`config.mk`:
```
export PLATFORM = sky130hd
export DESIGN_NAME = vga_ctrl
export DESIGN_NICKNAME = d
export VERILOG_FILES = /design/src/rtl/vga_pkg.sv /design/src/rtl/vga_raster_cnt.sv /design/src/rtl/vga_ctrl.sv
export SDC_FILE = /design/constraint.sdc
export NUM_CORES = 1
export LEC_CHECK = 0
export BUFFER_PORTS_ARGS = -buffer_cell sky130_fd_sc_hd__buf_4
export CAP_MARGIN = 15
export CORE_MARGIN = 8
export CORE_UTILIZATION = 40
export CTS_BUF_LIST = sky130_fd_sc_hd__clkbuf_8
export CTS_CLUSTER_SIZE = 28
export DETAILED_ROUTE_END_ITERATION = 10
export HOLD_SLACK_MARGIN = 0.02
export PLACE_DENSITY = 0.76
export REMOVE_ABC_BUFFERS = 1
export SYNTH_ARGS = -nofsm -noshare
export SYNTH_HDL_FRONTEND = slang
export SYNTH_SLANG_ARGS = --single-unit
export TNS_END_PERCENT = 30
```
`constraint.sdc`:
```
create_clock -name vga_clk -period 3.19 [get_ports vga_clk]
set_input_delay 0.7975 -clock vga_clk [delete_from_list [all_inputs] [get_ports vga_clk]]
set_output_delay 0.7975 -clock vga_clk [all_outputs]
set_load 0.1 [all_outputs]
```
`src/rtl/vga_pkg.sv`:
```
// Shared VGA timing defaults, RGB565 colour constants and pixel-request sentinel.
// Imported by vga_ctrl, vga_raster_cnt and the vga_pic pixel source.
package vga_pkg;

   localparam int H_SYNC_DEF  = 96;
   localparam int H_BACK_DEF  = 48;
   localparam int H_VALID_DEF = 640;
   localparam int H_FRONT_DEF = 16;
   localparam int V_SYNC_DEF  = 2;
   localparam int V_BACK_DEF  = 33;
   localparam int V_VALID_DEF = 480;
   localparam int V_FRONT_DEF = 10;

   localparam int H_TOTAL = H_SYNC_DEF + H_BACK_DEF + H_VALID_DEF + H_FRONT_DEF;
   localparam int V_TOTAL = V_SYNC_DEF + V_BACK_DEF + V_VALID_DEF + V_FRONT_DEF;
   localparam int H_START = H_SYNC_DEF + H_BACK_DEF;
   localparam int V_START = V_SYNC_DEF + V_BACK_DEF;

   typedef logic [15:0] rgb565_t;

   localparam rgb565_t RED    = 16'hF800;
   localparam rgb565_t ORANGE = 16'hFC00;
   localparam rgb565_t YELLOW = 16'hFFE0;
   localparam rgb565_t GREEN  = 16'h07E0;
   localparam rgb565_t CYAN   = 16'h07FF;
   localparam rgb565_t BLUE   = 16'h001F;
   localparam rgb565_t PURPLE = 16'hF81F;
   localparam rgb565_t BLACK  = 16'h0000;
   localparam rgb565_t WHITE  = 16'hFFFF;
   localparam rgb565_t GRAY   = 16'hD69A;

   localparam logic [9:0] PIX_INVALID = 10'h3FF;

   typedef enum logic [3:0] {
      BAR_RED, BAR_ORANGE, BAR_YELLOW, BAR_GREEN, BAR_CYAN,
      BAR_BLUE, BAR_PURPLE, BAR_BLACK, BAR_WHITE, BAR_GRAY
   } bar_e;

   // Colour of each 64-pixel-wide bar of the default test pattern.
   function automatic rgb565_t bar_colour(input bar_e bar);
      case (bar)
         BAR_RED:    return RED;
         BAR_ORANGE: return ORANGE;
         BAR_YELLOW: return YELLOW;
         BAR_GREEN:  return GREEN;
         BAR_CYAN:   return CYAN;
         BAR_BLUE:   return BLUE;
         BAR_PURPLE: return PURPLE;
         BAR_BLACK:  return BLACK;
         BAR_WHITE:  return WHITE;
         default:    return GRAY;
      endcase
   endfunction

endpackage

```
`src/rtl/vga_raster_cnt.sv`:
```
// Horizontal/vertical raster counters with line and frame wrap strobes.
// Optional VGA_CTRL_FRAME_CNT_EN adds the frame_start pulse and frame counter.
module vga_raster_cnt
   import vga_pkg::*;
#(
   parameter int H_TOTAL_P = H_TOTAL,
   parameter int V_TOTAL_P = V_TOTAL
) (
   input  logic        vga_clk,
   input  logic        sys_rst_n,
   output logic [9:0]  cnt_h_o,
   output logic [9:0]  cnt_v_o
`ifdef VGA_CTRL_FRAME_CNT_EN
   ,
   output logic        frame_start_o,
   output logic [15:0] frame_cnt_o
`endif
);

   localparam logic [9:0] H_LAST = 10'(H_TOTAL_P - 1);
   localparam logic [9:0] V_LAST = 10'(V_TOTAL_P - 1);

   logic [9:0] cnt_h_q, cnt_h_d;
   logic [9:0] cnt_v_q, cnt_v_d;
   logic       line_end;
   logic       frame_end;

   always_comb begin
      line_end  = (cnt_h_q == H_LAST);
      frame_end = line_end && (cnt_v_q == V_LAST);
      cnt_h_d   = line_end ? '0 : cnt_h_q + 10'd1;
      cnt_v_d   = cnt_v_q;
      if (line_end) begin
         cnt_v_d = frame_end ? '0 : cnt_v_q + 10'd1;
      end
   end

   always_ff @(posedge vga_clk or negedge sys_rst_n) begin
      if (!sys_rst_n) begin
         cnt_h_q <= '0;
         cnt_v_q <= '0;
      end else begin
         cnt_h_q <= cnt_h_d;
         cnt_v_q <= cnt_v_d;
      end
   end

   assign cnt_h_o = cnt_h_q;
   assign cnt_v_o = cnt_v_q;

`ifdef VGA_CTRL_FRAME_CNT_EN
   // Registering the wrap strobe yields a pulse at (0,0) that reset can never fake.
   logic        wrap_q;
   logic [15:0] frame_cnt_q;

   always_ff @(posedge vga_clk or negedge sys_rst_n) begin
      if (!sys_rst_n) begin
         wrap_q      <= 1'b0;
         frame_cnt_q <= '0;
      end else begin
         wrap_q <= frame_end;
         if (wrap_q) begin
            frame_cnt_q <= frame_cnt_q + 16'd1;
         end
      end
   end

   assign frame_start_o = wrap_q;
   assign frame_cnt_o   = frame_cnt_q;
`endif

endmodule

```
`src/rtl/vga_ctrl.sv`:
```
// VGA raster timing controller: sync generation, early pixel requests, rgb capture.
// Optional VGA_CTRL_FRAME_CNT_EN adds frame_start / frame_cnt outputs.
module vga_ctrl
   import vga_pkg::*;
#(
   parameter int H_SYNC  = H_SYNC_DEF,
   parameter int H_BACK  = H_BACK_DEF,
   parameter int H_VALID = H_VALID_DEF,
   parameter int H_FRONT = H_FRONT_DEF,
   parameter int V_SYNC  = V_SYNC_DEF,
   parameter int V_BACK  = V_BACK_DEF,
   parameter int V_VALID = V_VALID_DEF,
   parameter int V_FRONT = V_FRONT_DEF,
   parameter int PIX_LAT = 1
) (
   input  logic        vga_clk,
   input  logic        sys_rst_n,
   input  logic [15:0] pix_data,
   output logic [9:0]  pix_x,
   output logic [9:0]  pix_y,
   output logic        hsync,
   output logic        vsync,
   output logic [15:0] rgb,
   output logic        rgb_valid
`ifdef VGA_CTRL_FRAME_CNT_EN
   ,
   output logic        frame_start,
   output logic [15:0] frame_cnt
`endif
);

   localparam int HT = H_SYNC + H_BACK + H_VALID + H_FRONT;
   localparam int VT = V_SYNC + V_BACK + V_VALID + V_FRONT;

   localparam logic [9:0] HS_END = 10'(H_SYNC);
   localparam logic [9:0] VS_END = 10'(V_SYNC);
   localparam logic [9:0] H_LO   = 10'(H_SYNC + H_BACK);
   localparam logic [9:0] H_HI   = 10'(H_SYNC + H_BACK + H_VALID);
   localparam logic [9:0] V_LO   = 10'(V_SYNC + V_BACK);
   localparam logic [9:0] V_HI   = 10'(V_SYNC + V_BACK + V_VALID);
   localparam logic [9:0] REQ_LO = 10'(H_SYNC + H_BACK - PIX_LAT);
   localparam logic [9:0] REQ_HI = 10'(H_SYNC + H_BACK + H_VALID - PIX_LAT);

   logic [9:0] cnt_h;
   logic [9:0] cnt_v;
   logic       line_act;
   logic       req_act;

   vga_raster_cnt #(
      .H_TOTAL_P (HT),
      .V_TOTAL_P (VT)
   ) u_raster (
      .vga_clk       (vga_clk),
      .sys_rst_n     (sys_rst_n),
      .cnt_h_o       (cnt_h),
      .cnt_v_o       (cnt_v)
`ifdef VGA_CTRL_FRAME_CNT_EN
      ,
      .frame_start_o (frame_start),
      .frame_cnt_o   (frame_cnt)
`endif
   );

   // Requests run PIX_LAT clocks ahead so registered pixel data lands on rgb_valid.
   always_comb begin
      hsync     = (cnt_h >= HS_END);
      vsync     = (cnt_v >= VS_END);
      line_act  = (cnt_v >= V_LO) && (cnt_v < V_HI);
      rgb_valid = line_act && (cnt_h >= H_LO) && (cnt_h < H_HI);
      req_act   = line_act && (cnt_h >= REQ_LO) && (cnt_h < REQ_HI);
      pix_x     = req_act ? cnt_h - REQ_LO : PIX_INVALID;
      pix_y     = req_act ? cnt_v - V_LO   : PIX_INVALID;
      rgb       = rgb_valid ? pix_data : '0;
   end

endmodule
```
==> results by group, run 1 <==
Run status
  – Status: complete, no violations

Detailed routing
  – Iteration-0 DRC Markers: 122
  – Remaining DRCs: 0
  – WL met1: 1.90 mm
  – Uppermost layer routed: met4
  – Met2 WL: 2.16 mm
  – ANT nets after route: 0
  – Total number of vias: 1730
  – Wirelength per Cell: 14.8 um
  – Via-to-Cell Ratio: 5.53
  – Detailed Route WL: 4.64 mm
  – Wire length on met3: 553 um
  – 1st-pass router iterations: 4

Global routing
  – Largest net degree at the start of global routing: 21
  – Vias in the first global route: 1721
  – GRT Total Usage: 0.147
  – Total grt overflow: 0
  – First-pass GRT wire length: 7.69 mm
  – Initial antenna violation count: 0

Placement
  – Detailed placement HPWL: 3.58 mm
  – Dpl cell area: 2190 um^2
  – GPL Wtd Cong: 0.895
  – Pre-CTS setup slack: 0.136 ns
  – # port buffers: 56

Timing
  – Worst rel slew slack: 0.632
  – Worst slew pin tran: 0.547 ns
  – Final Skew: 0.00442 ns
  – # setup viols final: 0
  – Unrepaired setup endpoints after global routing: no
  – Setup TNS: 0 ns
  – Worst setup margin: 0.156 ns
  – Final hold violation count: 0
  – Tmin final: 3.03 ns
  – Tcrit/Tclk final: 0.951
  – Final hold slack: 0.408 ns
  – Fmax: 0.330 GHz
  – Final Max Slew Viols: 0

Critical path
  – Worst setup path startpoint: u_raster.cnt_h_o[0]
  – R2R Setup Slk: 0.98 ns
  – R2r worst-path depth: 5
  – Critical Path AT: 2.24 ns
  – CP Capture Type: output port
  – Worst R2R Start: u_raster.cnt_v_o[5]
  – Crit Path Max Fanout: 7
  – CP Launch Type: register
  – Setup CP Type: register to output port
  – Crit path required time: 2.39 ns

Yosys
  – Sequential share of the synthesized area: 0.302
  – Largest area contributor in the netlist: dfrtp_1
  – Most common cell in the netlist: nand3_1
  – Post-Syn Instances: 207
  – Xor and xnor area share after synthesis: 0.0792
  – Netlist cell types: 44
  – Share of the synthesized area in the top cell type: 0.302
  – Main combinational cell family by area after synthesis: simple AND/OR/NAND/NOR gates
  – Synth area leaders: dfrtp_1, and2_1, nand3_1
  – Post-synth EDFFs: 0
  – Mapped Area: 1660 um^2
  – Async SR Flop Fraction: 1.00
  – Post-synthesis area per instance: 8.01 um^2
  – Simple-gate share of the synthesized area: 0.338
  – Yosys reg bits: 20
  – Compound-Gate Fraction of Synth Area: 0.155
  – Post-Synth Adder-Cell Area: 0.0377
  – Top FF cell, synth: dfrtp_1
  – Synth top cells by count: nand3_1, dfrtp_1, and2_1, clkbuf_1, nor2_1
  – Yosys warns: 0
  – Mux cell area share after synthesis: 0.0136

Clock network
  – CTS root buffer: clkbuf_8
  – Skew-Pair Late Insertion Delay: 0.25 ns
  – Clock Sinks: 20
  – H-tree depth: 1
  – Total CTS buffers: 3
  – CTS tree: built
  – Clk pin slew, worst setup/hold paths: 0.07 ns
  – Clock Path Buffers: 2

Cells and area
  – Share of layout cells above drive strength 1: 0.338
  – N_diodes: 0
  – Flip-flop and latch area: 500 um^2
  – Filler cells: 345
  – NumNets Final: 288
  – Multi-input logic area: 1070 um^2
  – Area delta synth->final: 40.7%
  – Post-layout instance area: 2330 um^2

Floorplan
  – Die H: 80.4 um
  – Ports: 57
  – Initial Util: 0.415
  – Die area: 6460 um^2
  – # rows: 23
  – Core area: 4000 um^2
  – Die width: 80.4 um

Pwr
  – Pwr Total: 437 uW
  – Power per cell area: 187 nW/um^2
  – VDD IR-drop max: 104 uV
  – Static Leak: 0.00104 uW

Job
  – Max-Cap Viols: 0

Hold path
  – Hold WC Path Type: input port to async pin
per-stage QoR:
stage / instances / util
global route: 313 / 0.584
CTS: 312 / 0.560
detailed placement: 309 / 0.547
global placement: 309 / 0.547
finish: 313 / 0.584
floorplan: 184 / -
routing by layer:
layer / global-route usage / vias to the layer above
li1: - / 842
met1: 0.177 / 800
met2: 0.231 / 86
met3: 0.0525 / 2
met4: 0.0582 / 0
met5: 0 / -
state kept, by name (all words and copies together), names as in the netlist:
register	count
u_raster.cnt_h_o	10
u_raster.cnt_v_o	10
repair_timing:
item / in CTS / in global routing
resized for setup: 2 / 21
setup buffers: 0 / 1
cloned: 0 / 0
pin swaps: 0 / 1
setup endpoints to repair: 29 / 30
endpoints found under the hold margin: 0 / 0
hold buffers: 0 / 0
critical path, cell delays in order, from the launching register on:
cell       delay, ns
dfrtp_1         0.43
ha_1            0.25
and3_1          0.27
o21ai_1         0.30
a22oi_2         0.10
buf_4           0.17
o2111ai_1       0.12
buf_4           0.34
logic make-up (layout without fill, tap and decap cells):
logic type,count (synthesis),in the layout
multiplexers,2,2
flip-flops,20,20
XOR/XNOR,15,15
adder cells (fa/ha/maj),5,5
AO/OA/AOI/OAI,37,37
buffers and inverters,30,86
AND/OR/NAND/NOR,98,98
cell usage in the layout (no fill, tap or decap), types with 3 or more instances in the layout:
cell type,instances
buf_6,16
or3_1,3
clkbuf_8,3
o31ai_1,3
a22o_1,3
xnor2_1,9
nor3_1,9
nor2_1,11
nand2_1,10
ha_1,4
a21oi_1,8
buf_4,60
xor2_1,6
nand4_1,5
o21ai_0,8
dfrtp_1,20
inv_1,7
and3_1,5
and2_1,18
nand3_1,21
nand3b_1,3
layout make-up:
cell class	count	area share
Tap cell	50	0.0268
Inverter	7	0.0113
Sequential cell	20	0.214
Clock buffer	3	0.0177
Multi-Input combinational cell	157	0.460
Timing Repair Buffer	76	0.270
final timing paths:
path | end
max | pix_x[6]
min | u_raster.cnt_v_o[6]
max reg2reg | u_raster.cnt_v_o[3]
min reg2reg | u_raster.cnt_h_o[0]
max in group asynchronous | u_raster.cnt_h_o[4]
min in group vga_clk | u_raster.cnt_h_o[0]
where the power goes:
group	leakage [uW]	total, uW	switching [uW]	internal [uW]
clock	0.0000216	164	80.0	84.0
combinational	0.000755	19.4	6.44	13.0
sequential	0.000265	253	0	253
total	0.00104	437	86.4	350
No activity file was read; power rests on OpenSTA's default activity.
==> run 2: changes to the inputs <==
--- a/config.mk
+++ b/config.mk
@@ -12,10 +12,12 @@
 export CTS_BUF_LIST = sky130_fd_sc_hd__clkbuf_8
 export CTS_CLUSTER_SIZE = 28
 export DETAILED_ROUTE_END_ITERATION = 10
+export GPL_TIMING_DRIVEN = 0
 export HOLD_SLACK_MARGIN = 0.02
 export PLACE_DENSITY = 0.76
 export REMOVE_ABC_BUFFERS = 1
 export SYNTH_ARGS = -nofsm -noshare
 export SYNTH_HDL_FRONTEND = slang
+export SYNTH_HIERARCHICAL = 1
 export SYNTH_SLANG_ARGS = --single-unit
 export TNS_END_PERCENT = 30
==> constraint.sdc (replaced) <==
create_clock -name vga_clk -period 3.03 [get_ports vga_clk]
set_input_delay 0.7575 -clock vga_clk [delete_from_list [all_inputs] [get_ports vga_clk]]
set_output_delay 0.7575 -clock vga_clk [all_outputs]
set_load 0.1 [all_outputs]
==> results by group, run 2 <==
Run status
  – Status: complete, no violations

Yosys
  – Mux cell area share after synthesis: 0
  – Mapped Area: 1720 um^2
  – Top FF cell, synth: dfrtp_1
  – Post-synthesis area per instance: 8.70 um^2
  – Yosys reg bits: 20
  – Sequential share of the synthesized area: 0.291
  – Synth top cells by count: nand3_1, dfrtp_1, xnor2_1
  – Simple-gate share of the synthesized area: 0.341
  – Post-Syn Instances: 198
  – Post-synth EDFFs: 0
  – Synth area leaders: dfrtp_1, xnor2_1, nand3_1
  – Main combinational cell family by area after synthesis: simple AND/OR/NAND/NOR gates
  – Async SR Flop Fraction: 1.00
  – Post-Synth Adder-Cell Area: 0.0509
  – Xor and xnor area share after synthesis: 0.137
  – Share of the synthesized area in the top cell type: 0.291
  – Compound-Gate Fraction of Synth Area: 0.118
  – Largest area contributor in the netlist: dfrtp_1
  – Yosys warns: 6
  – Netlist cell types: 40
  – Most common cell in the netlist: nand3_1

Floorplan
  – Initial Util: 0.404
  – Core area: 4260 um^2
  – Ports: 57
  – # rows: 24
  – Die H: 81.6 um
  – Die area: 6660 um^2
  – Die width: 81.6 um

Timing
  – Final Max Slew Viols: 0
  – Worst rel slew slack: 0.477
  – Unrepaired setup endpoints after global routing: yes
  – Worst slew pin tran: 0.778 ns
  – Worst setup margin: 0.0299 ns
  – Final hold slack: 0.365 ns
  – Final hold violation count: 0
  – Fmax: 0.333 GHz
  – Tcrit/Tclk final: 0.990
  – Setup TNS: 0 ns
  – Final Skew: 0.00289 ns
  – # setup viols final: 0
  – Tmin final: 3.00 ns

Cells and area
  – Post-layout instance area: 2640 um^2
  – Flip-flop and latch area: 512 um^2
  – Multi-input logic area: 1210 um^2
  – NumNets Final: 287
  – Non-Filler Instances: 313
  – Share of layout cells above drive strength 1: 0.414
  – Filler cells: 291
  – N_diodes: 0
  – Area delta synth->final: 53.3%
  – Commonest non-fill, non-tap cell in the layout: buf_4
  – Commonest cells after routing, fill and taps aside: buf_4, nand3_1, buf_6

Critical path
  – CP Capture Type: output port
  – CP Launch Type: register
  – Crit Path Max Fanout: 12
  – Most frequent CP cell: a211oi_4
  – Slowest-stage cell, CP: dfrtp_2
  – Setup CP Type: register to output port
  – Crit path required time: 2.27 ns
  – Worst R2R Start: u_raster/cnt_h_o[1]
  – Crit path cell chain: or3_4 > a211oi_4 > buf_4 > a211oi_4 > clkbuf_16 > and2_1 > buf_12
  – CP bufs+invs: 3
  – Critical Path AT: 2.24 ns
  – Crit path largest cell delay: 0.51 ns
  – Worst setup path startpoint: u_raster/cnt_h_o[5]
  – Cell family with most CP delay: simple AND/OR/NAND/NOR gates

Detailed routing
  – Wirelength per Cell: 17.5 um
  – ANT nets after route: 0
  – Remaining DRCs: 0
  – Detailed Route WL: 5.49 mm
  – 1st-pass router iterations: 4
  – Iteration-0 DRC Markers: 176
  – Total number of vias: 1784
  – Via-to-Cell Ratio: 5.70

Global routing
  – Largest net degree at the start of global routing: 21
  – Initial antenna violation count: 0
  – Vias in the first global route: 1557
  – Total grt overflow: 0
  – GRT Total Usage: 0.136
  – First-pass GRT wire length: 7.38 mm

Clock network
  – CTS root buffer: clkbuf_8
  – CTS tree: built
  – Total CTS buffers: 3
  – Skew-Pair Late Insertion Delay: 0.25 ns
  – Clock Sinks: 20
  – Clock Path Buffers: 2
  – Clk pin slew, worst setup/hold paths: 0.07 ns
  – Number of hold buffers added after CTS: 0
  – H-tree depth: 1

Pwr
  – VDD IR-drop max: 143 uV
  – Static Leak: 0.00114 uW
  – Power per cell area: 208 nW/um^2

Hold path
  – Hold WC Path Type: input port to async pin

Placement
  – GPL Wtd Cong: 0.845
  – Dpl cell area: 2140 um^2
  – Placed Cells: 296
  – # port buffers: 56
  – Pre-CTS setup slack: -0.331 ns
  – Detailed placement HPWL: 3.18 mm

Job
  – Max-Cap Viols: 0
-- run 2: cell types whose count changed in the layout (fill, tap and decap cells not counted), sizes merged, moves of 3 or more --
cell / before / now
a22o: 3 / 0
buf: 76 / 68
nand3: 21 / 30
nor2: 11 / 14
nor3: 9 / 5
nor4: 3 / 8
o21ai: 9 / 4
xnor2: 9 / 18
xor2: 6 / 9
-- run 2: power breakdown --
group | switching (uW) | internal [uW] | total (uW)
logic | 8.38 | 13.9 | 22.2
clock network | 84.3 | 176 | 260
registers | 0 | 267 | 267
-- run 2: kinds of logic after synthesis --
group,after synthesis
buffers and inverters,19
AO/OA/AOI/OAI,24
AND/OR/NAND/NOR,101
flip-flops,20
XOR/XNOR,27
adder cells (fa/ha/maj),7
-- run 2: routing by layer --
metal / part of all wire / GRT usage / vias up
li1: - / - / 827
met1: 0.40 / 0.161 / 863
met2: 0.49 / 0.236 / 82
met3: 0.090 / 0.0274 / 12
met4: 0.027 / 0.0526 / 0
met5: 0 / 0 / -
-- run 2: what timing repair did --
action,CTS,global route
setup buffers,2,9
resized for setup,51,16
setup endpoints to repair,37,37
cloned,1,1
pin swaps,7,4
-- run 2: area by class of cell --
type | instances | area share
clock buffers | 3 | 0.0156
inverters | 8 | 0.0114
well taps | 52 | 0.0246
multi-input cells | 160 | 0.458
clock inverters | 1 | 0.0114
repair buffers | 69 | 0.285
flip-flops and latches | 20 | 0.194
-- run 2: path summary, 6_finish.rpt --
check	endpoint	depth (start not counted)	slack, ns
worst max-delay path	rgb[3]	7	0.03
worst min-delay path	u_raster/cnt_h_o[9]	1	0.37
worst min register to register	u_raster/cnt_h_o[0]	1	0.55
max in group asynchronous	u_raster/cnt_v_o[2]	1	2.44
worst max register to register	u_raster/cnt_v_o[9]	5	0.69
min in group vga_clk	u_raster/cnt_h_o[0]	1	0.55
-- run 2: worst register-to-register path, delay by kind of cell (launching register included) --
family	cells	cell delay [ns]
fa+ha+maj	1	0.26
flops	1	0.46
simple gates	3	1.38
compound gates	1	0.16
-- run 2: metrics by stage --
| stage | power [uW] | util |
|---|---|---|
| 2_1_floorplan | 272 | - |
| 3_3_place_gp | 293 | 0.499 |
| 3_5_place_dp | 293 | 0.502 |
| 4_1_cts | 555 | 0.582 |
| 5_1_grt | 570 | 0.619 |
| 6_report | 549 | 0.619 |
==> run 3: changes to the inputs <==
--- a/config.mk
+++ b/config.mk
@@ -12,10 +12,9 @@
 export CTS_BUF_LIST = sky130_fd_sc_hd__clkbuf_8
 export CTS_CLUSTER_SIZE = 28
 export DETAILED_ROUTE_END_ITERATION = 10
-export GPL_TIMING_DRIVEN = 0
+export GPL_TIMING_DRIVEN = 1
 export HOLD_SLACK_MARGIN = 0.02
 export PLACE_DENSITY = 0.76
-export REMOVE_ABC_BUFFERS = 1
 export SYNTH_ARGS = -nofsm -noshare
 export SYNTH_HDL_FRONTEND = slang
 export SYNTH_HIERARCHICAL = 1
==> results by group, run 3 (synthesis gave the netlist of run 2 again) <==
Timing
  – Tcrit/Tclk final: 0.980
  – Fmax: 0.337 GHz
  – Worst rel slew slack: 0.453
  – Worst setup margin: 0.0598 ns
  – Unrepaired setup endpoints after global routing: yes
  – Final Skew: 0.00192 ns
  – Worst slew pin tran: 0.815 ns
  – Tmin final: 2.97 ns
  – # setup viols final: 0
  – Final hold violation count: 0
  – Final Max Slew Viols: 0

Clock network
  – Total CTS buffers: 3
  – CTS tree: built
  – Clock Sinks: 20
  – Clk pin slew, worst setup/hold paths: 0.07 ns
  – H-tree depth: 1
  – Number of hold buffers added after CTS: 0
  – CTS root buffer: clkbuf_8
  – Skew-Pair Late Insertion Delay: 0.26 ns
  – Clock Path Buffers: 2

Cells and area
  – Share of layout cells above drive strength 1: 0.408
  – Commonest non-fill, non-tap cell in the layout: buf_4
  – N_diodes: 0
  – Area delta synth->final: 40.8%
  – NumNets Final: 286
  – Commonest cells after routing, fill and taps aside: buf_4, nand3_1, xnor2_1
  – Post-layout instance area: 2420 um^2

Pwr
  – Power per cell area: 192 nW/um^2
  – VDD IR-drop max: 131 uV
  – Pwr Total: 465 uW
  – Static Leak: 0.00107 uW

Placement
  – Dpl cell area: 2290 um^2
  – GPL Wtd Cong: 0.808
  – # port buffers: 56
  – Detailed placement HPWL: 3.64 mm
  – Pre-CTS setup slack: 0.112 ns

Job
  – Max-Cap Viols: 0

Floorplan
  – Die area: 6660 um^2
  – Die width: 81.6 um
  – Core area: 4260 um^2
  – Die H: 81.6 um
  – Initial Util: 0.404
  – Ports: 57
  – # rows: 24

Detailed routing
  – Remaining DRCs: 0
  – 1st-pass router iterations: 4
  – Total number of vias: 1676
  – ANT nets after route: 0
  – Detailed Route WL: 4.93 mm
  – Via-to-Cell Ratio: 5.37
  – Iteration-0 DRC Markers: 125
  – Wirelength per Cell: 15.8 um

Critical path
  – Critical Path AT: 2.21 ns
  – Setup CP Type: register to output port
  – Crit Path Max Fanout: 9
  – CP Capture Type: output port
  – Crit path required time: 2.27 ns
  – CP Launch Type: register

Run status
  – Status: complete, no violations

Global routing
  – Vias in the first global route: 1588
  – GRT Total Usage: 0.145
  – First-pass GRT wire length: 7.70 mm
  – Largest net degree at the start of global routing: 21
  – Total grt overflow: 0
  – Initial antenna violation count: 0

Hold path
  – Hold WC Path Type: input port to async pin

Yosys
  – Syn nets: 223
## run 3: stage by stage
step,TNS (ns),hold slack (ns),utilization,instances
6_report,0,0.362,0.568,312
3_5_place_dp,0,0.586,0.536,306
3_3_place_gp,0,0.570,0.536,306
5_1_grt,-0.0813,0.369,0.568,312
4_1_cts,0,0.366,0.559,310
2_1_floorplan,0,0.462,-,198
## run 3: what timing repair did
action | CTS | global route
gates cloned | 0 | 1
endpoints found under the setup margin | 30 | 31
resized for setup | 12 | 7
buffers inserted | 0 | 1
pin swaps | 0 | 2
## run 3: path summary, 6_finish.rpt
check	depth (start not counted)	startpoint	endpoint	slack (ns)
hold / removal	1	sys_rst_n	u_raster/cnt_h_o[0]	0.36
setup reg to reg	5	u_raster/cnt_h_o[5]	u_raster/cnt_v_o[9]	0.65
hold reg to reg	1	u_raster/cnt_h_o[6]	u_raster/cnt_h_o[6]	0.57
min in group vga_clk	1	u_raster/cnt_h_o[6]	u_raster/cnt_h_o[6]	0.57
setup / recovery	6	u_raster/cnt_h_o[6]	rgb[0]	0.06
max in group asynchronous	1	sys_rst_n	u_raster/cnt_v_o[2]	2.44
## run 3: cell type report
| class | instances | area (um^2) |
|---|---|---|
| clock buffer | 3 | 41.3 |
| clock inverter | 1 | 3.75 |
| fill | 389 | 1840 |
| inverter | 8 | 30.0 |
| multi-input combinational | 160 | 1220 |
| sequential | 20 | 512 |
| tap | 52 | 65.1 |
| timing repair buffer | 68 | 548 |
## run 3: report_power, final
part | internal, uW | switching, uW
clock network | 90.3 | 85.8
registers | 267 | 0
logic | 13.8 | 7.96
total | 371 | 93.8
## run 3: per-layer routing
metal,GRT usage,part of all wire,up-vias
met5,0,0,-
li1,-,-,823
met3,0.0252,0.090,6
met1,0.174,0.41,788
met4,0.0684,0.019,0
met2,0.245,0.48,59
## run 3: worst max-delay path, stage by stage, from the launching register on
cell and delay [ns]:
dfrtp_2 0.47, or3_4 0.44, a211oi_4 0.41, a211oi_4 0.08, buf_4 0.16, and2_1 0.16
buf_4 0.23
